$ cat config.mk
export PLATFORM = sky130hd
export DESIGN_NAME = game_tick_ctrl
export DESIGN_NICKNAME = d
export VERILOG_FILES = /design/src/rtl/game_tick_ctrl.sv
export SDC_FILE = /design/constraint.sdc
export NUM_CORES = 1
export LEC_CHECK = 0
export ABC_AREA = 1
export CAP_MARGIN = 20
export CORE_MARGIN = 2
export CORE_UTILIZATION = 60
export DETAILED_ROUTE_END_ITERATION = 16
export HOLD_SLACK_MARGIN = 0.12
export PLACE_DENSITY = 0.9
export SLEW_MARGIN = 15
export SYNTH_ARGS = -nofsm -noshare
export SYNTH_HDL_FRONTEND = slang
export SYNTH_SLANG_ARGS = --single-unit
export TNS_END_PERCENT = 100
$ cat constraint.sdc
create_clock -name clk_in -period 3.52 [get_ports clk_in]
set_input_delay 0.528 -clock clk_in [delete_from_list [all_inputs] [get_ports clk_in]]
set_output_delay 0.528 -clock clk_in [all_outputs]
set_load 0.005 [all_outputs]
$ cat src/rtl/game_tick_ctrl.sv
// rtl/game_tick_ctrl.sv - pong timing controller: pixel enable, game tick, match sequencing
//
// Ports:
//   clk_in     board clock; every strobe is derived from it
//   reset      synchronous active-high reset
//   start      pulse, begins a match from IDLE
//   pause_tgl  pulse, enters/leaves PAUSE
//   hit        pulse, paddle hit: shortens the tick period in RUN
//   score      pulse, point scored: back to SERVE at base speed
//   pix_en     one-cycle strobe every PIX_DIV cycles
//   game_tick  one-cycle strobe every period cycles, RUN only
//   period     current game-tick period in clk_in cycles
//   state      0=IDLE 1=SERVE 2=RUN 3=PAUSE
//   running    high while state is RUN
module game_tick_ctrl #(
    parameter int PIX_DIV     = 4,
    parameter int BASE_PERIOD = 1666666,
    parameter int MIN_PERIOD  = 416666,
    parameter int STEP        = 104166,
    parameter int SERVE_TICKS = 60,
    parameter int CNT_W       = 21
) (
    input  logic             clk_in,
    input  logic             reset,
    input  logic             start,
    input  logic             pause_tgl,
    input  logic             hit,
    input  logic             score,
    output logic             pix_en,
    output logic             game_tick,
    output logic [CNT_W-1:0] period,
    output logic [1:0]       state,
    output logic             running
);

    typedef enum logic [1:0] {
        S_IDLE  = 2'd0,
        S_SERVE = 2'd1,
        S_RUN   = 2'd2,
        S_PAUSE = 2'd3
    } state_t;

    localparam int PIX_W = (PIX_DIV > 1) ? $clog2(PIX_DIV) : 1;
    localparam int SRV_W = $clog2(SERVE_TICKS + 1);

    localparam logic [CNT_W-1:0] C_BASE     = CNT_W'(BASE_PERIOD);
    localparam logic [CNT_W-1:0] C_MIN      = CNT_W'(MIN_PERIOD);
    localparam logic [CNT_W-1:0] C_STEP     = CNT_W'(STEP);
    localparam logic [CNT_W-1:0] C_ONE      = CNT_W'(1);
    localparam logic [PIX_W-1:0] C_PIX_LAST = PIX_W'(PIX_DIV - 1);
    localparam logic [PIX_W-1:0] C_PIX_ONE  = PIX_W'(1);
    localparam logic [SRV_W-1:0] C_SERVE    = SRV_W'(SERVE_TICKS);
    localparam logic [SRV_W-1:0] C_SRV_ONE  = SRV_W'(1);

    state_t           r_state;
    state_t           r_ret;
    logic [PIX_W-1:0] r_pix_cnt;
    logic [CNT_W-1:0] r_cnt;
    logic [CNT_W-1:0] r_period;
    logic [SRV_W-1:0] r_serve_cnt;
    logic             r_running;

    state_t           w_state_nxt;
    state_t           w_ret_nxt;
    logic [CNT_W-1:0] w_cnt_nxt;
    logic [CNT_W-1:0] w_period_nxt;
    logic [SRV_W-1:0] w_serve_nxt;
    logic             w_tick;
    logic             w_last_serve;
    logic [CNT_W-1:0] w_cnt_step;
    logic [CNT_W-1:0] w_cnt_hold;
    logic [CNT_W-1:0] w_hit_period;

    // >= rather than == so a period shortened below the running count
    // still produces a tick instead of waiting for a counter wrap.
    assign w_tick       = ((r_state == S_SERVE) || (r_state == S_RUN)) &&
                          (r_cnt >= (r_period - C_ONE));
    assign w_last_serve = w_tick && (r_serve_cnt == C_SRV_ONE);
    assign w_cnt_step   = w_tick ? '0 : (r_cnt + C_ONE);
    // On entering PAUSE the count freezes, but a tick fired in that same
    // cycle is consumed so it is not emitted a second time on resume.
    assign w_cnt_hold   = w_tick ? '0 : r_cnt;
    assign w_hit_period = (32'(r_period) < 32'(MIN_PERIOD + STEP)) ? C_MIN
                                                                   : (r_period - C_STEP);

    always_comb begin
        w_state_nxt  = r_state;
        w_ret_nxt    = r_ret;
        w_cnt_nxt    = r_cnt;
        w_period_nxt = r_period;
        w_serve_nxt  = r_serve_cnt;
        case (r_state)
            S_IDLE: begin
                w_cnt_nxt = '0;
                if (start) begin
                    w_state_nxt  = S_SERVE;
                    w_serve_nxt  = C_SERVE;
                    w_period_nxt = C_BASE;
                end
            end
            S_SERVE: begin
                if (w_tick) begin
                    w_serve_nxt = r_serve_cnt - C_SRV_ONE;
                end
                if (pause_tgl) begin
                    w_state_nxt = S_PAUSE;
                    w_ret_nxt   = w_last_serve ? S_RUN : S_SERVE;
                    w_cnt_nxt   = w_cnt_hold;
                end else begin
                    w_cnt_nxt = w_cnt_step;
                    if (w_last_serve) begin
                        w_state_nxt = S_RUN;
                    end
                end
            end
            S_RUN: begin
                if (score) begin
                    w_state_nxt  = S_SERVE;
                    w_period_nxt = C_BASE;
                    w_cnt_nxt    = '0;
                    w_serve_nxt  = C_SERVE;
                end else if (pause_tgl) begin
                    w_state_nxt = S_PAUSE;
                    w_ret_nxt   = S_RUN;
                    w_cnt_nxt   = w_cnt_hold;
                end else begin
                    // A tick in the hit cycle already fired on the old period.
                    w_cnt_nxt = w_cnt_step;
                    if (hit) begin
                        w_period_nxt = w_hit_period;
                    end
                end
            end
            S_PAUSE: begin
                if (pause_tgl) begin
                    w_state_nxt = r_ret;
                end
            end
            default: begin
                w_state_nxt = S_IDLE;
            end
        endcase
    end

    always_ff @(posedge clk_in) begin
        if (reset) begin
            r_state     <= S_IDLE;
            r_ret       <= S_SERVE;
            r_pix_cnt   <= '0;
            r_cnt       <= '0;
            r_period    <= C_BASE;
            r_serve_cnt <= '0;
            r_running   <= 1'b0;
        end else begin
            r_state     <= w_state_nxt;
            r_ret       <= w_ret_nxt;
            r_pix_cnt   <= (r_pix_cnt == C_PIX_LAST) ? '0 : (r_pix_cnt + C_PIX_ONE);
            r_cnt       <= w_cnt_nxt;
            r_period    <= w_period_nxt;
            r_serve_cnt <= w_serve_nxt;
            r_running   <= (w_state_nxt == S_RUN);
        end
    end

    // Strobes are masked while reset is held so nothing fires in the reset cycle.
    assign pix_en    = !reset && (r_pix_cnt == C_PIX_LAST);
    assign game_tick = !reset && w_tick && (r_state == S_RUN);
    assign period    = r_period;
    assign state     = r_state;
    assign running   = r_running;

endmodule

==> summary.md <==
| Metric | Value |
|---|---|
| Run status | finished, violations left |
| Violations in the final reports | setup timing |
| Nets@finish | around 740 |
| Fill cell count | 562 |
| TritonCTS clock tree | built |
| Number of cell rows | 31 |
| Worst hold path endpoint | r_pix_cnt[0]$_SDFF_PP0_ |
| Final ANT Viol Nets | 0 |
| Clock buffer count from CTS | 5 |
| Asr flop ratio synth | 0% |
| Final number of max-transition violations | 0 |
| Routed WL per cell | about 15 um |
| Data arrival time of the worst path | about 3.1 ns |
| Pwr per Cell Area | 354.3 nW/um^2 |
| Root cell of the clock tree | sky130_fd_sc_hd__clkbuf_8 |
| Avg Inst Size Synth | around 6.7 um^2 |
| Area Growth Syn to Fin | 16.62% |
| Post-layout min period | between 3 and 4 ns |
| Share of final-layout standard cells stronger than drive strength 1 | about 16% |
| Diode insertion count for antenna repair | 0 |
| Die extent in x | between 80 and 90 um |
| Type of the worst setup path | reg2out |
| Worst ir drop on vdd | 0.3115 mV |
| Maximum buffer depth of the clock tree | 2 |
| Most used cells in the layout excluding fill and tap cells | sky130_fd_sc_hd__nand2_1, sky130_fd_sc_hd__nor2_1, sky130_fd_sc_hd__inv_1 |
| Via-per-instance ratio | ~5.7 |
| Setup slack on the worst flop-to-flop path | ~0.19 ns |
| Total iterations of the first detailed-routing run | 6 |
| DP Wirelength | 8.619 mm |
| Worst slew margin relative to its limit | around 45% |
| Flip-flop and latch count after synthesis | 54 |
| Aggregate global routing overflow | 0 |
| Antenna violations before repair | 0 |
| Worst Hold Class | reg2reg |
| Total nets after synthesis | around 700 |
| Aggregate routed wire length | about 12 mm |
| Placed cells | between 700 and 800 |
| Fraction of the yosys area taken by sequential cells | 24.76% |
| Highest clock rate | around 0.28 GHz |
| Detailed-route DRC error count | 0 |
| Leak pwr | roughly 2.4 nW |
| Most common library cell in the layout ignoring fill and taps | sky130_fd_sc_hd__nand2_1 |
| Ranking of synthesized cells by area | sky130_fd_sc_hd__dfxtp_1, sky130_fd_sc_hd__nand2_1, sky130_fd_sc_hd__ha_1 |
| Launch instance of the worst register-to-register path | period[1]$_SDFFE_PP1P_ |
| Setup ws final | -0.06534 ns |
| Total of endpoints with negative setup slack in the final report | 1 |
| Max FO, Critical Path | 3 |
| Detailed-route via count | roughly 4.6k |
| Syn Std Cell Area | ~4400 um^2 |
| Clock latency on the worst-skew pair | 0.32 ns |
| Overall fraction of global-route tracks in use | roughly 30% |
| Crit path capture type | output port |
| Number of cells on the worst reg-to-reg path | 22 |
| Critical path startpoint category | flip-flop |
| Startpoint of the tightest hold check path | r_pix_cnt[0]$_SDFF_PP0_ |
| Transition at the pin with the smallest max-transition slack | 0.8228 ns |
| Final Cycle Share | 101.9% |
| Number of enable flip-flop cells after synthesis | 0 |
| Yosys synthesis warning count | 0 |
| IO Count | 32 |
| Primary flip-flop cell chosen by synthesis mapping | sky130_fd_sc_hd__dfxtp_1 |
| Worst slack, placed | -0.1940 ns |
| First DRT Iteration DRCs | between 300 and 400 |
| CP Data Required Time | ~3.0 ns |
| Layout Skew | 0.008460 ns |
| Via count of the first global-routing pass | 4,338 |
| RSZ-0062 raised after global routing | true |
| Die outline area | around 8000 um^2 |
| CTS Hold Buffers Added | 0 |
| Port Buffers | 30 |
| Cell accounting for the most synthesized area | sky130_fd_sc_hd__dfxtp_1 |
| CTS sink count | 54 |
| Max-cap viol count | 0 |
| Final weighted congestion of routability-driven global placement | about 1 |
| Core area | around 7100 um^2 |
| Count of placed standard cells in the final layout, fillers left out | ~800 |
| Endpoint of the worst-slack reg-to-reg timing path | r_cnt[18]$_SDFFE_PP0P_ |
| Distinct cell type count of the synthesized netlist | 48 |
| Top-area cell type share of the netlist area | roughly a quarter |
| Post-Syn Instances | ~650 |
| Wire length of the first global-routing pass | roughly 19 mm |
| Die extent in y | just under 90 um |
| Maximum number of pins on one net before global-route repair | 39 |
| Clock transition time at the flip-flop clock pins of the worst setup and hold paths | ~0.1 ns |
| Worst hold path cell count | 1 |
| CTS H-tree lvls | 2 |
| Initial Utilization | between 60 and 70% |
| Final hold viol count | 0 |
-- state kept, by name, indices dropped and copies added (netlist names) --
| signal | count |
|---|---|
| r_serve_cnt | 6 |
| r_cnt | 21 |
| period | 20 |
| r_ret | 2 |
| state | 2 |
| running | 1 |
| r_pix_cnt | 2 |
-- worst max-delay path by stage --
stage | start | end | depth (start not counted)
detailed placement | period[1]$_SDFFE_PP1P_ | game_tick | 19
global route | period[3]$_SDFFE_PP1P_ | game_tick | 19
floorplan | period[1]$_SDFFE_PP1P_ | game_tick | 18
CTS | period[1]$_SDFFE_PP1P_ | game_tick | 19
finish | period[1]$_SDFFE_PP1P_ | game_tick | 19
global placement | period[1]$_SDFFE_PP1P_ | game_tick | 19
-- synthesized netlist by cell type (7+ instances only) --
cell                        n
sky130_fd_sc_hd__a21oi_1   47
sky130_fd_sc_hd__inv_2      7
sky130_fd_sc_hd__nor3_1     8
sky130_fd_sc_hd__inv_1     70
sky130_fd_sc_hd__nand3_1   40
sky130_fd_sc_hd__nand4_1   11
sky130_fd_sc_hd__xor2_1    25
sky130_fd_sc_hd__o21ai_0   24
sky130_fd_sc_hd__nand2_1  163
sky130_fd_sc_hd__nand2_2    9
sky130_fd_sc_hd__buf_6      8
sky130_fd_sc_hd__ha_1      31
sky130_fd_sc_hd__nor2_1    71
sky130_fd_sc_hd__dfxtp_1   54
-- worst max-delay path, cell delays in order, from the launching register on --
cell and delay (ns):
sky130_fd_sc_hd__dfxtp_2 0.35, sky130_fd_sc_hd__inv_4 0.08, sky130_fd_sc_hd__ha_4 0.15, sky130_fd_sc_hd__nand2_4 0.06
sky130_fd_sc_hd__nor3_4 0.15, sky130_fd_sc_hd__nand3_2 0.13, sky130_fd_sc_hd__nor3_4 0.20, sky130_fd_sc_hd__nand4_1 0.17
sky130_fd_sc_hd__o21ai_1 0.19, sky130_fd_sc_hd__inv_1 0.09, sky130_fd_sc_hd__ha_4 0.28, sky130_fd_sc_hd__nand2_4 0.06
sky130_fd_sc_hd__nor2_4 0.12, sky130_fd_sc_hd__nand2_2 0.07, sky130_fd_sc_hd__nor2_2 0.10, sky130_fd_sc_hd__nand2_1 0.06
sky130_fd_sc_hd__nand3_2 0.10, sky130_fd_sc_hd__nand2_2 0.08, sky130_fd_sc_hd__nor3_2 0.14, sky130_fd_sc_hd__buf_2 0.15
-- where the power goes --
| part | internal (W) | switching (W) | total (W) |
|---|---|---|---|
| clock | 0.000141 | 0.000224 | 0.000364 |
| sequential | 0.000662 | 0.0000681 | 0.000730 |
| combinational | 0.000290 | 0.000420 | 0.000710 |
-- routing by layer --
metal  vias up  GRT usage [%]  part of all wire (%)
li1       2218              -                     -
met1      2105          36.45                    40
met2       222          51.18                    49
met3        45          5.910                   7.3
met4         0          12.48                   3.0
met5         -              0                     0
-- cell families (layout without fill, tap and decap cells) --
logic type	Yosys count	after routing	synth area share [%]
multiplexers	1	1	0.2292
other	1	1	0.08588
XOR/XNOR	29	29	5.817
AND/OR/NAND/NOR	340	340	37.22
buffers and inverters	99	154	10.34
flip-flops	54	54	24.76
AO/OA/AOI/OAI	98	98	12.67
adder cells (fa/ha/maj)	31	31	8.882
-- through the flow --
step	total power [W]	hold WS [ns]	area [um^2]	setup TNS (ns)	util [%]
2_1_floorplan	0.001185	0.4084	4367	0	-
3_3_place_gp	0.001361	0.4157	4836	0	67.76
3_5_place_dp	0.001391	0.4350	4836	-0.1940	67.76
4_1_cts	0.001768	0.4507	5019	-0.08346	70.32
5_1_grt	0.001912	0.4740	5092	-0.6490	71.35
6_report	0.001804	0.4440	5092	-0.06534	71.35
-- final cells by class --
class / instances / area, um^2 / share of cell area (%)
clock inverters: 3 / 21.27 / 0.4177
multi-input cells: 500 / 2913 / 57.20
repair buffers: 67 / 573.1 / 11.25
well taps: 99 / 123.9 / 2.432
clock buffers: 5 / 68.82 / 1.351
flip-flops and latches: 54 / 1086 / 21.33
inverters: 79 / 306.5 / 6.020
-- what timing repair did --
item                                    in CTS  in global routing
pin swaps                                   12                 16
endpoints found under the setup margin       1                  9
gates resized for setup                     16                 11
setup buffers                                7                  4
hold endpoints to repair                     0                  0
Power figures use the tool's default switching activity.
